--- src/rtl/validator_scheduler.sv ---
// validator_scheduler: sequences the neighbour-search datapath over a stored point cloud.
//
// Each point p in 0..size-1 is fetched. A bright point (pt_i > INTENSITY_TRESHOLD) becomes an
// inlier at once. Any other point sweeps all candidates in batches of DISTANCE_MODULES lanes.
// The masked hit flags that come back are counted, saturating at NEIGHBOR_TRESHOLD, and one
// verdict per point is offered on a valid/ready handshake.
//
// Optional feature: define VALIDATOR_EARLY_TERM_EN to stop issuing batches as soon as the
// neighbour count saturates. Verdicts stay the same; only batch count and latency change.
//
// Ports:
//   clock, reset        rising-edge clock, asynchronous active-low reset
//   start               pulse, begins a run when idle
//   point_cloud_size    number of points, sampled on an accepted start
//   busy, done          run in progress / one-cycle end-of-run pulse
//   pt_rd_en, pt_addr   point-under-test read; pt_i returns one cycle later
//   batch_rd_en,        candidate batch issue; lane k compares against point batch_addr+k
//   batch_addr
//   hits                per-lane within-radius flags, PIPE_LAT cycles after batch_rd_en
//   result_*            verdict handshake (valid/ready, inlier flag, point index)
module validator_scheduler #(
  parameter int unsigned N                  = 16,
  parameter int unsigned DISTANCE_MODULES   = 8,
  parameter int unsigned PIPE_LAT           = 3,
  parameter int unsigned NEIGHBOR_TRESHOLD  = 5,
  parameter int unsigned INTENSITY_TRESHOLD = 4
) (
  input  logic                        clock,
  input  logic                        reset,
  input  logic                        start,
  input  logic [2*N-1:0]              point_cloud_size,
  output logic                        busy,
  output logic                        done,
  output logic                        pt_rd_en,
  output logic [2*N-1:0]              pt_addr,
  input  logic [N-1:0]                pt_i,
  output logic                        batch_rd_en,
  output logic [2*N-1:0]              batch_addr,
  input  logic [DISTANCE_MODULES-1:0] hits,
  output logic                        result_valid,
  input  logic                        result_ready,
  output logic                        result_inlier,
  output logic [2*N-1:0]              result_index
);

  localparam int unsigned AW   = 2 * N;
  localparam int unsigned DM   = DISTANCE_MODULES;
  localparam int unsigned CntW = $clog2(NEIGHBOR_TRESHOLD + 1);

  typedef enum logic [2:0] {StIdle, StFetch, StCheck, StSweep, StDrain, StEmit} state_e;

  state_e          state_q, state_d;
  logic [AW-1:0]   size_q, size_d;
  logic [AW-1:0]   p_q, p_d;
  logic [AW-1:0]   base_q, base_d;
  logic [CntW-1:0] count_q, count_d;
  logic            inlier_q, inlier_d;
  logic            done_q, done_d;

  // One valid bit and lane mask per batch in flight, aligned with the returning hits.
  logic [PIPE_LAT-1:0]         pv_q;
  logic [PIPE_LAT-1:0][DM-1:0] pm_q;

  logic          issue;
  logic [DM-1:0] lane_mask;
  logic [AW:0]   lane_addr;
  logic [31:0]   pop;
  logic [31:0]   acc;
  logic [CntW-1:0] count_acc;
  logic          inflight;
  logic          sweep_last;

  // Lane k is live only for an in-range candidate other than the point itself.
  always_comb begin
    lane_mask = '0;
    lane_addr = '0;
    for (int k = 0; k < DM; k++) begin
      lane_addr    = {1'b0, base_q} + (AW + 1)'(k);
      lane_mask[k] = (lane_addr < {1'b0, size_q}) && (lane_addr != {1'b0, p_q});
    end
  end

  assign sweep_last = ({1'b0, base_q} + (AW + 1)'(DM)) >= {1'b0, size_q};

  // Returning hits are counted in every state; the count only ever saturates upward.
  always_comb begin
    pop = '0;
    for (int k = 0; k < DM; k++) begin
      pop = pop + 32'(hits[k] & pm_q[PIPE_LAT-1][k]);
    end
    acc       = 32'(count_q) + (pv_q[PIPE_LAT-1] ? pop : 32'd0);
    count_acc = (acc >= NEIGHBOR_TRESHOLD) ? CntW'(NEIGHBOR_TRESHOLD) : CntW'(acc);
  end

  // Anything still in flight other than the entry completing this cycle.
  always_comb begin
    inflight = 1'b0;
    for (int i = 0; i < int'(PIPE_LAT) - 1; i++) begin
      inflight = inflight | pv_q[i];
    end
  end

  always_comb begin
    state_d  = state_q;
    size_d   = size_q;
    p_d      = p_q;
    base_d   = base_q;
    count_d  = count_acc;
    inlier_d = inlier_q;
    done_d   = 1'b0;
    issue    = 1'b0;
    unique case (state_q)
      StIdle: begin
        if (start) begin
          if (point_cloud_size != '0) begin
            size_d  = point_cloud_size;
            p_d     = '0;
            state_d = StFetch;
          end else begin
            done_d = 1'b1;
          end
        end
      end
      StFetch: state_d = StCheck;
      StCheck: begin
        if (pt_i > N'(INTENSITY_TRESHOLD)) begin
          inlier_d = 1'b1;
          state_d  = StEmit;
        end else begin
          base_d  = '0;
          count_d = '0;
          state_d = StSweep;
        end
      end
      StSweep: begin
        issue  = 1'b1;
        base_d = base_q + AW'(DM);
        if (sweep_last) state_d = StDrain;
`ifdef VALIDATOR_EARLY_TERM_EN
        if (count_acc == CntW'(NEIGHBOR_TRESHOLD)) state_d = StDrain;
`endif
      end
      StDrain: begin
        // Final entry's hits are folded in via count_acc, saving a cycle.
        if (!inflight) begin
          inlier_d = (count_acc == CntW'(NEIGHBOR_TRESHOLD));
          state_d  = StEmit;
        end
      end
      StEmit: begin
        if (result_ready) begin
          p_d = p_q + 1'b1;
          if (p_q == size_q - 1'b1) begin
            done_d  = 1'b1;
            state_d = StIdle;
          end else begin
            state_d = StFetch;
          end
        end
      end
      default: state_d = StIdle;
    endcase
  end

  always_ff @(posedge clock or negedge reset) begin
    if (!reset) begin
      state_q  <= StIdle;
      size_q   <= '0;
      p_q      <= '0;
      base_q   <= '0;
      count_q  <= '0;
      inlier_q <= 1'b0;
      done_q   <= 1'b0;
      pv_q     <= '0;
      pm_q     <= '0;
    end else begin
      state_q  <= state_d;
      size_q   <= size_d;
      p_q      <= p_d;
      base_q   <= base_d;
      count_q  <= count_d;
      inlier_q <= inlier_d;
      done_q   <= done_d;
      pv_q[0]  <= issue;
      pm_q[0]  <= issue ? lane_mask : '0;
      for (int i = 1; i < PIPE_LAT; i++) begin
        pv_q[i] <= pv_q[i-1];
        pm_q[i] <= pm_q[i-1];
      end
    end
  end

  assign busy          = (state_q != StIdle);
  assign done          = done_q;
  assign pt_rd_en      = (state_q == StFetch);
  assign pt_addr       = pt_rd_en ? p_q : '0;
  assign batch_rd_en   = issue;
  assign batch_addr    = issue ? base_q : '0;
  assign result_valid  = (state_q == StEmit);
  assign result_inlier = result_valid & inlier_q;
  assign result_index  = result_valid ? p_q : '0;

endmodule

--- config.mk ---
export PLATFORM = sky130hd
export DESIGN_NAME = validator_scheduler
export DESIGN_NICKNAME = d
export VERILOG_FILES = /design/src/rtl/validator_scheduler.sv
export SDC_FILE = /design/constraint.sdc
export NUM_CORES = 1
export LEC_CHECK = 0
export ABC_AREA = 1
export BUFFER_PORTS_ARGS = -buffer_cell sky130_fd_sc_hd__buf_2
export CORE_UTILIZATION = 60
export CTS_BUF_LIST = sky130_fd_sc_hd__clkbuf_4 sky130_fd_sc_hd__clkbuf_8
export DETAILED_ROUTE_END_ITERATION = 7
export GPL_TIMING_DRIVEN = 0
export PLACE_DENSITY = 0.84
export SLEW_MARGIN = 20
export SYNTH_ARGS = -nofsm -noshare
export SYNTH_HDL_FRONTEND = slang
export SYNTH_SLANG_ARGS = --single-unit
export TNS_END_PERCENT = 30
--- constraint.sdc ---
create_clock -name clock -period 12.4 [get_ports clock]
set_clock_uncertainty 0.1 [all_clocks]
set_input_delay 1.86 -clock clock [delete_from_list [all_inputs] [get_ports clock]]
set_output_delay 1.86 -clock clock [all_outputs]
set_load 0.01 [all_outputs]
# After elaboration in Yosys (flattened, before gate mapping)
# Cells that the tools add are included.
op_classes:
  eq_ne: 22
  n_reduce_logical: 19
  bitwise_logic: 10
  mux: 31
  add_sub_neg: 19
  n_lt_le_gt_ge: 11
ops:
  columns: ["cell", "n"]
  rows:
  - ["33-bit by 32-bit less-than comparator with 1-bit output", 7]
  - ["33-bit by 32-bit != test with 1-bit output", 7]
  - ["32-bit 2-to-1 mux", 7]
  - ["32-bit by 3-bit adder with 33-bit output (second input constant)", 4]
  - ["32-bit case mux with 2 select lines", 2]
  - ["32-bit by 2-bit adder with 33-bit output (second input constant)", 2]
  - ["32-bit by 1-bit adder with 33-bit output (second input constant)", 1]
  - ["32-bit by 4-bit adder with 33-bit output (second input constant)", 1]
  - ["33-bit by 32-bit greater-or-equal comparator with 1-bit output", 1]
  - ["32-bit by 1-bit adder with 32-bit output (second input constant)", 1]
  - ["32-bit by 4-bit adder with 32-bit output (second input constant)", 1]
  - ["32-bit == test", 1]
  - ["32-bit less-than comparator", 1]
  - ["32-bit != test", 1]
  - ["32-bit nonzero test", 1]
  - ["32-bit by 1-bit subtractor with 32-bit output (second input constant)", 1]
  - ["3-bit 2-to-1 mux", 9]
  - ["3-bit case mux with 6 select lines", 1]
  - ["16-bit by 3-bit greater-than comparator with 1-bit output (second input constant)", 1]
  - ["8-bit 2-to-1 mux", 2]
  - ["2-bit != test (second input constant)", 6]
  - ["3-bit by 8-bit adder with 9-bit output", 1]
  - ["1-bit bitwise AND", 9]
  - ["3-bit == test (second input constant)", 3]
  - ["other kinds (22)", 41]
word_totals:
  wordCells: 123
  regBits: 131
  out_inout_bits: 102
  input_bits: 60

# Longest topological paths before layout
depth:
  ltp_word: 15
  mapped_depth: 27
  mapped_depth_nobuf: 27

# Worst setup path before layout
# OpenSTA, ideal clock, no wires.
synth_timing:
  path_type: "input-to-reg"
  from: "input hits[0]"
  to: "register inlier_q"
  t_required_ns: 12.170
  stages: 18
  setup_ns: 0.130
  arrival_ns: 5.471
  path_slack_ns: 6.699
  path_buffers: 0
  cell_sequence: "nand2_1 > inv_1 > fa_1 > inv_1 > fa_1 > fa_1 > inv_1 > ha_1 > inv_1 > fa_1 > nor2_1 > inv_1 > fa_1 > inv_1 > o21ai_0 > nand3b_1 > nor4_1 > a21oi_1"
synth_via:
  elab_chain_len: 15
synth_rtl:
  columns: ["item", "line", "rtl"]
  rows:
  - ["start: declaration", "39", "input logic [DISTANCE_MODULES-1:0] hits,"]
  - ["1-bit bitwise AND (*)", "89", "pop = pop + 32'(hits[k] & pm_q[PIPE_LAT-1][k]);"]
  - ["1-bit by 1-bit adder with 2-bit output (*)", "89", null]
  - ["2-bit by 1-bit adder with 3-bit output (*)", "89", null]
  - ["3-bit by 1-bit adder with 4-bit output (*)", "89", null]
  - ["4-bit by 1-bit adder with 5-bit output (*)", "89", null]
  - ["5-bit by 1-bit adder with 6-bit output (*)", "89", null]
  - ["6-bit by 1-bit adder with 7-bit output (*)", "89", null]
  - ["7-bit by 1-bit adder with 8-bit output (*)", "89", null]
  - ["8-bit 2-to-1 mux (*)", "91", "acc = 32'(count_q) + (pv_q[PIPE_LAT-1] ? pop : 32'd0);"]
  - ["3-bit by 8-bit adder with 9-bit output (*)", "91", null]
  - ["9-bit by 3-bit greater-or-equal comparator with 1-bit output", "92", "count_acc = (acc >= NEIGHBOR_TRESHOLD) ? CntW'(NEIGHBOR_TRESHOLD) : CntW'(acc);"]
  - ["3-bit 2-to-1 mux (*)", "92", null]
  - ["3-bit == test (*)", "146", "inlier_d = (count_acc == CntW'(NEIGHBOR_TRESHOLD));"]
  - ["1-bit 2-to-1 mux (*)", "145", "if (!inflight) begin"]
  - ["1-bit case mux with 2 select lines (*)", "112", "unique case (state_q)"]
  - ["end signal: assignment", "182", "inlier_q <= inlier_d;"]
  - ["end: declaration", "57", "logic inlier_q, inlier_d;"]
# Every way passes the cells marked *; elsewhere a longest branch is shown, timed or not. The select of a mux whose other input is x is not followed.
# A chain may end at the register's enable or synchronous reset.

# Worst setup path in the final report
# Ends and elaborated chain as after synthesis.

==> metrics.txt <==
flop2flop setup slack 7.93 ns; clk buf depth 2; antenna diode count 0; worst hold path class register to register; DIE AREA 21400 um2; gpl congestion roughly 1.0; pre-CTS WS 6.33 ns; R2R depth 18; Yosys cell types 55; NetSw 1.62 mW; via/cell ratio roughly 6; Final period util 45.1%; die height 146 um; Detailed Route Iter0 Violations 1085; DRT Wirelength 44100 um; Internal around 1.4 mW; Reg power frac 23.5%; share of cells above drive strength 1 14.0%; arrival time at the worst endpoint 5.84 ns; crit path time final 5.59 ns; CP dominant cell by count inv_1; Starting Density 61.6%; CP Cell Sequence buf_2 -> nand2_1 -> inv_1 -> fa_1 -> inv_1 -> fa_1 -> fa_1 -> inv_1 -> ha_1 -> inv_1 -> fa_1 -> nor2_1 -> inv_1 -> fa_1 -> inv_1 -> o21ai_0 -> nand3b_1 -> nor4_1 -> a21oi_1; slowest CP cell fa_1; initial antenna violation count 1; antenna viol nets, final 0; TritonRoute pass-1 iters 6; status complete, no violations; sequential cell area fraction in the yosys report 25.6%; # IOs roughly 160; Slew HR just over 30%; reg-to-reg critical path startpoint pm_q[16]; number of synthesized flops with an enable pin 0; Syn Std Cell Area 12500 um2; Post-CTS Setup Inserts 0; Worst Setup SP hits[0]; worst setup path endpoint inlier_q; IO Port Bufs about 160; Worst Slack Setup Final 6.81 ns; RR Endpoint inlier_q; final std cells w/o fill around 2300; CTS tree done; Synth Instances 1848; Comb pwr share 63.0%; slowest stage delay, CP 0.56 ns; detailed-route DRC error count 0; Worst Setup End Kind register; overall routing resource usage 41.8%; placed cells 2279; dominant synthesized flop cell dfrtp_1; FFs w/ async S/R, synth 100%; core area 20300 um2; clock root buffer clkbuf_8; Nets 2226; Hold Fails Final Rpt 0; Worst Tran Pin Value 1.04 ns; Final HPWL DP ~36000 um; H-tree depth 4; hold_buf cts 0; Leak Pwr approximately 7.0 nW; TNS Setup 0 ns; Yosys Warn Count 0; Clock power frac between 10 and 15%; setup violators final 0; total gr overflow 0; die width approximately 150 um; CTS resizes 0; first-pass GRT wire length 68000 um; critical path startpoint category input pin; Slew Viols, Final 0; VDD IR-drop max 156 uV; Reg clk slew, reported paths 0.08 ns; P per Cell Area about 210 nW/um2; vias in the first global route between 10000 and 15000; syn_area_per_cell 6.76 um2; Syn-to-layout area delta 12.9%; Worst-Skew Late Latency 0.47 ns; vias post-DR 13632; crit path max fanout 4; largest net degree at the start of global routing 72; Worst EP required 12.65 ns; switching share of power between 50% and 60%; Avg WL per Cell between 15 and 20 um; unrepaired setup endpoints after global routing no; Max-cap violations 0; CTS Sinks ~130; Fill cells 1791; register bit total from synthesis 128; fmax 179 MHz; CTS Buf Count 17; critical setup path kind input pin to register; row count 52
## how the worst min path moves through the flow
stage                         from  cells past startpoint        to  slack, ns
after floorplan            pm_q[2]                      0  pm_q[10]       0.23
after global placement    pm_q[11]                      0  pm_q[19]       0.23
after detailed placement   pm_q[6]                      0  pm_q[14]       0.23
after CTS                  pm_q[6]                      0  pm_q[14]       0.24
after global routing       pm_q[6]                      0  pm_q[14]       0.25
final                     pm_q[11]                      0  pm_q[19]       0.25
## area by class of cell
class | count | area [um2] | area share [%]
sequential | 128 | 3200 | 22.7
multi-input combinational | 1392 | 8030 | 56.9
clock inverter | 10 | 146 | 1.04
tap | 270 | 338 | 2.39
clock buffer | 21 | 289 | 2.05
timing repair buffer | 159 | 828 | 5.87
buffer | 104 | 427 | 3.02
inverter | 226 | 848 | 6.01
## power by group through the flow
| stage | clock network, mW | registers, mW | logic (mW) |
|---|---|---|---|
| global placement | 0 | 0.701 | 1.79 |
| CTS | 0.403 | 0.700 | 1.86 |
| finish | 0.406 | 0.709 | 1.90 |
| floorplan | 0 | 0.656 | 1.34 |
| global route | 0.420 | 0.722 | 2.12 |
| detailed placement | 0 | 0.708 | 1.85 |
## sequential cells by signal (all words and copies together), names as in the netlist
| register | cells |
|---|---|
| count_q | 3 |
| size_q | 32 |
| p_q | 32 |
| base_q | 29 |
| state_q | 3 |
| pm_q | 24 |
| pv_q | 3 |
| inlier_q | 1 |
| done | 1 |
## routing by layer
metal | GRT usage (%) | vias to the layer above | part of all wire [%]
li1 | - | 6429 | -
met1 | 50.6 | 6258 | 39
met2 | 68.6 | 766 | 46
met3 | 7.25 | 177 | 8.4
met4 | 27.6 | 2 | 6.7
met5 | 0 | - | 0.025
## layout by cell type (no fill, tap or decap), drive strengths merged, types with 8 or more instances in the layout
cell type and instances:
nand3 74, a21oi 88, o31ai 8, nand4 68
inv 226, dfrtp 128, o22ai 19, buf 182
nand2 395, nor4 24, o21ai 96, nor2 295
xnor2 27, ha 133, clkbuf 102, a211oi 10
nor3 54, nand3b 9, xor2 44
## cells in the mapped netlist (3+ instances only)
cell / instances / share of area, %
inv_1: 208 / 6.2
a21o_1: 3 / 0.18
o21a_1: 7 / 0.42
clkinv_1: 4 / 0.12
nor3_2: 5 / 0.40
nand2_2: 13 / 0.65
clkbuf_1: 77 / 2.3
nand2_1: 381 / 11
dfrtp_1: 128 / 26
ha_1: 133 / 13
nand3_1: 72 / 2.9
a31oi_1: 3 / 0.15
o21ai_0: 92 / 3.7
nor2_4: 11 / 0.99
xnor2_1: 27 / 1.9
clkbuf_2: 4 / 0.16
nand4_1: 66 / 3.3
buf_2: 16 / 0.64
o22ai_1: 19 / 0.95
o211ai_1: 3 / 0.18
a211oi_1: 10 / 0.60
nor3_1: 48 / 1.9
inv_2: 14 / 0.42
nor3b_1: 7 / 0.42
or2_2: 3 / 0.15
nor4_1: 21 / 1.1
buf_4: 3 / 0.18
a21oi_1: 88 / 3.5
buf_1: 4 / 0.12
nor2_2: 13 / 0.65
fa_1: 5 / 0.80
nand3b_1: 9 / 0.54
o31ai_1: 8 / 0.48
xor2_1: 44 / 3.1
nor2_1: 271 / 8.1
## worst max-delay path: cells and delay by family
kind,cells,cell delay [ns]
buffers and inverters,7,0.44
adder cells (fa/ha/maj),6,2.75
AND/OR/NAND/NOR,4,0.57
AO/OA/AOI/OAI,2,0.21
## logic make-up after synthesis
| family | after synthesis | share of synthesized area (%) |
|---|---|---|
| xor+xnor | 71 | 4.98 |
| compound gates | 249 | 11.3 |
| buf+inv | 330 | 10.2 |
| simple gates | 931 | 33.8 |
| other cells | 1 | 0.0300 |
| fa+ha+maj | 138 | 14.1 |
| flops | 128 | 25.6 |
## metrics by stage
stage | util, % | hold slack (ns) | total power, mW | area [um2]
final | 69.5 | 0.248 | 3.01 | 14100
after global routing | 69.5 | 0.251 | 3.26 | 14100
after CTS | 69.5 | 0.245 | 2.96 | 14100
after detailed placement | 67.3 | 0.235 | 2.56 | 13700
after global placement | 67.2 | 0.233 | 2.49 | 13600
after floorplan | - | 0.231 | 2.00 | 12500
Note: power is estimated with default switching activity, not from simulation.
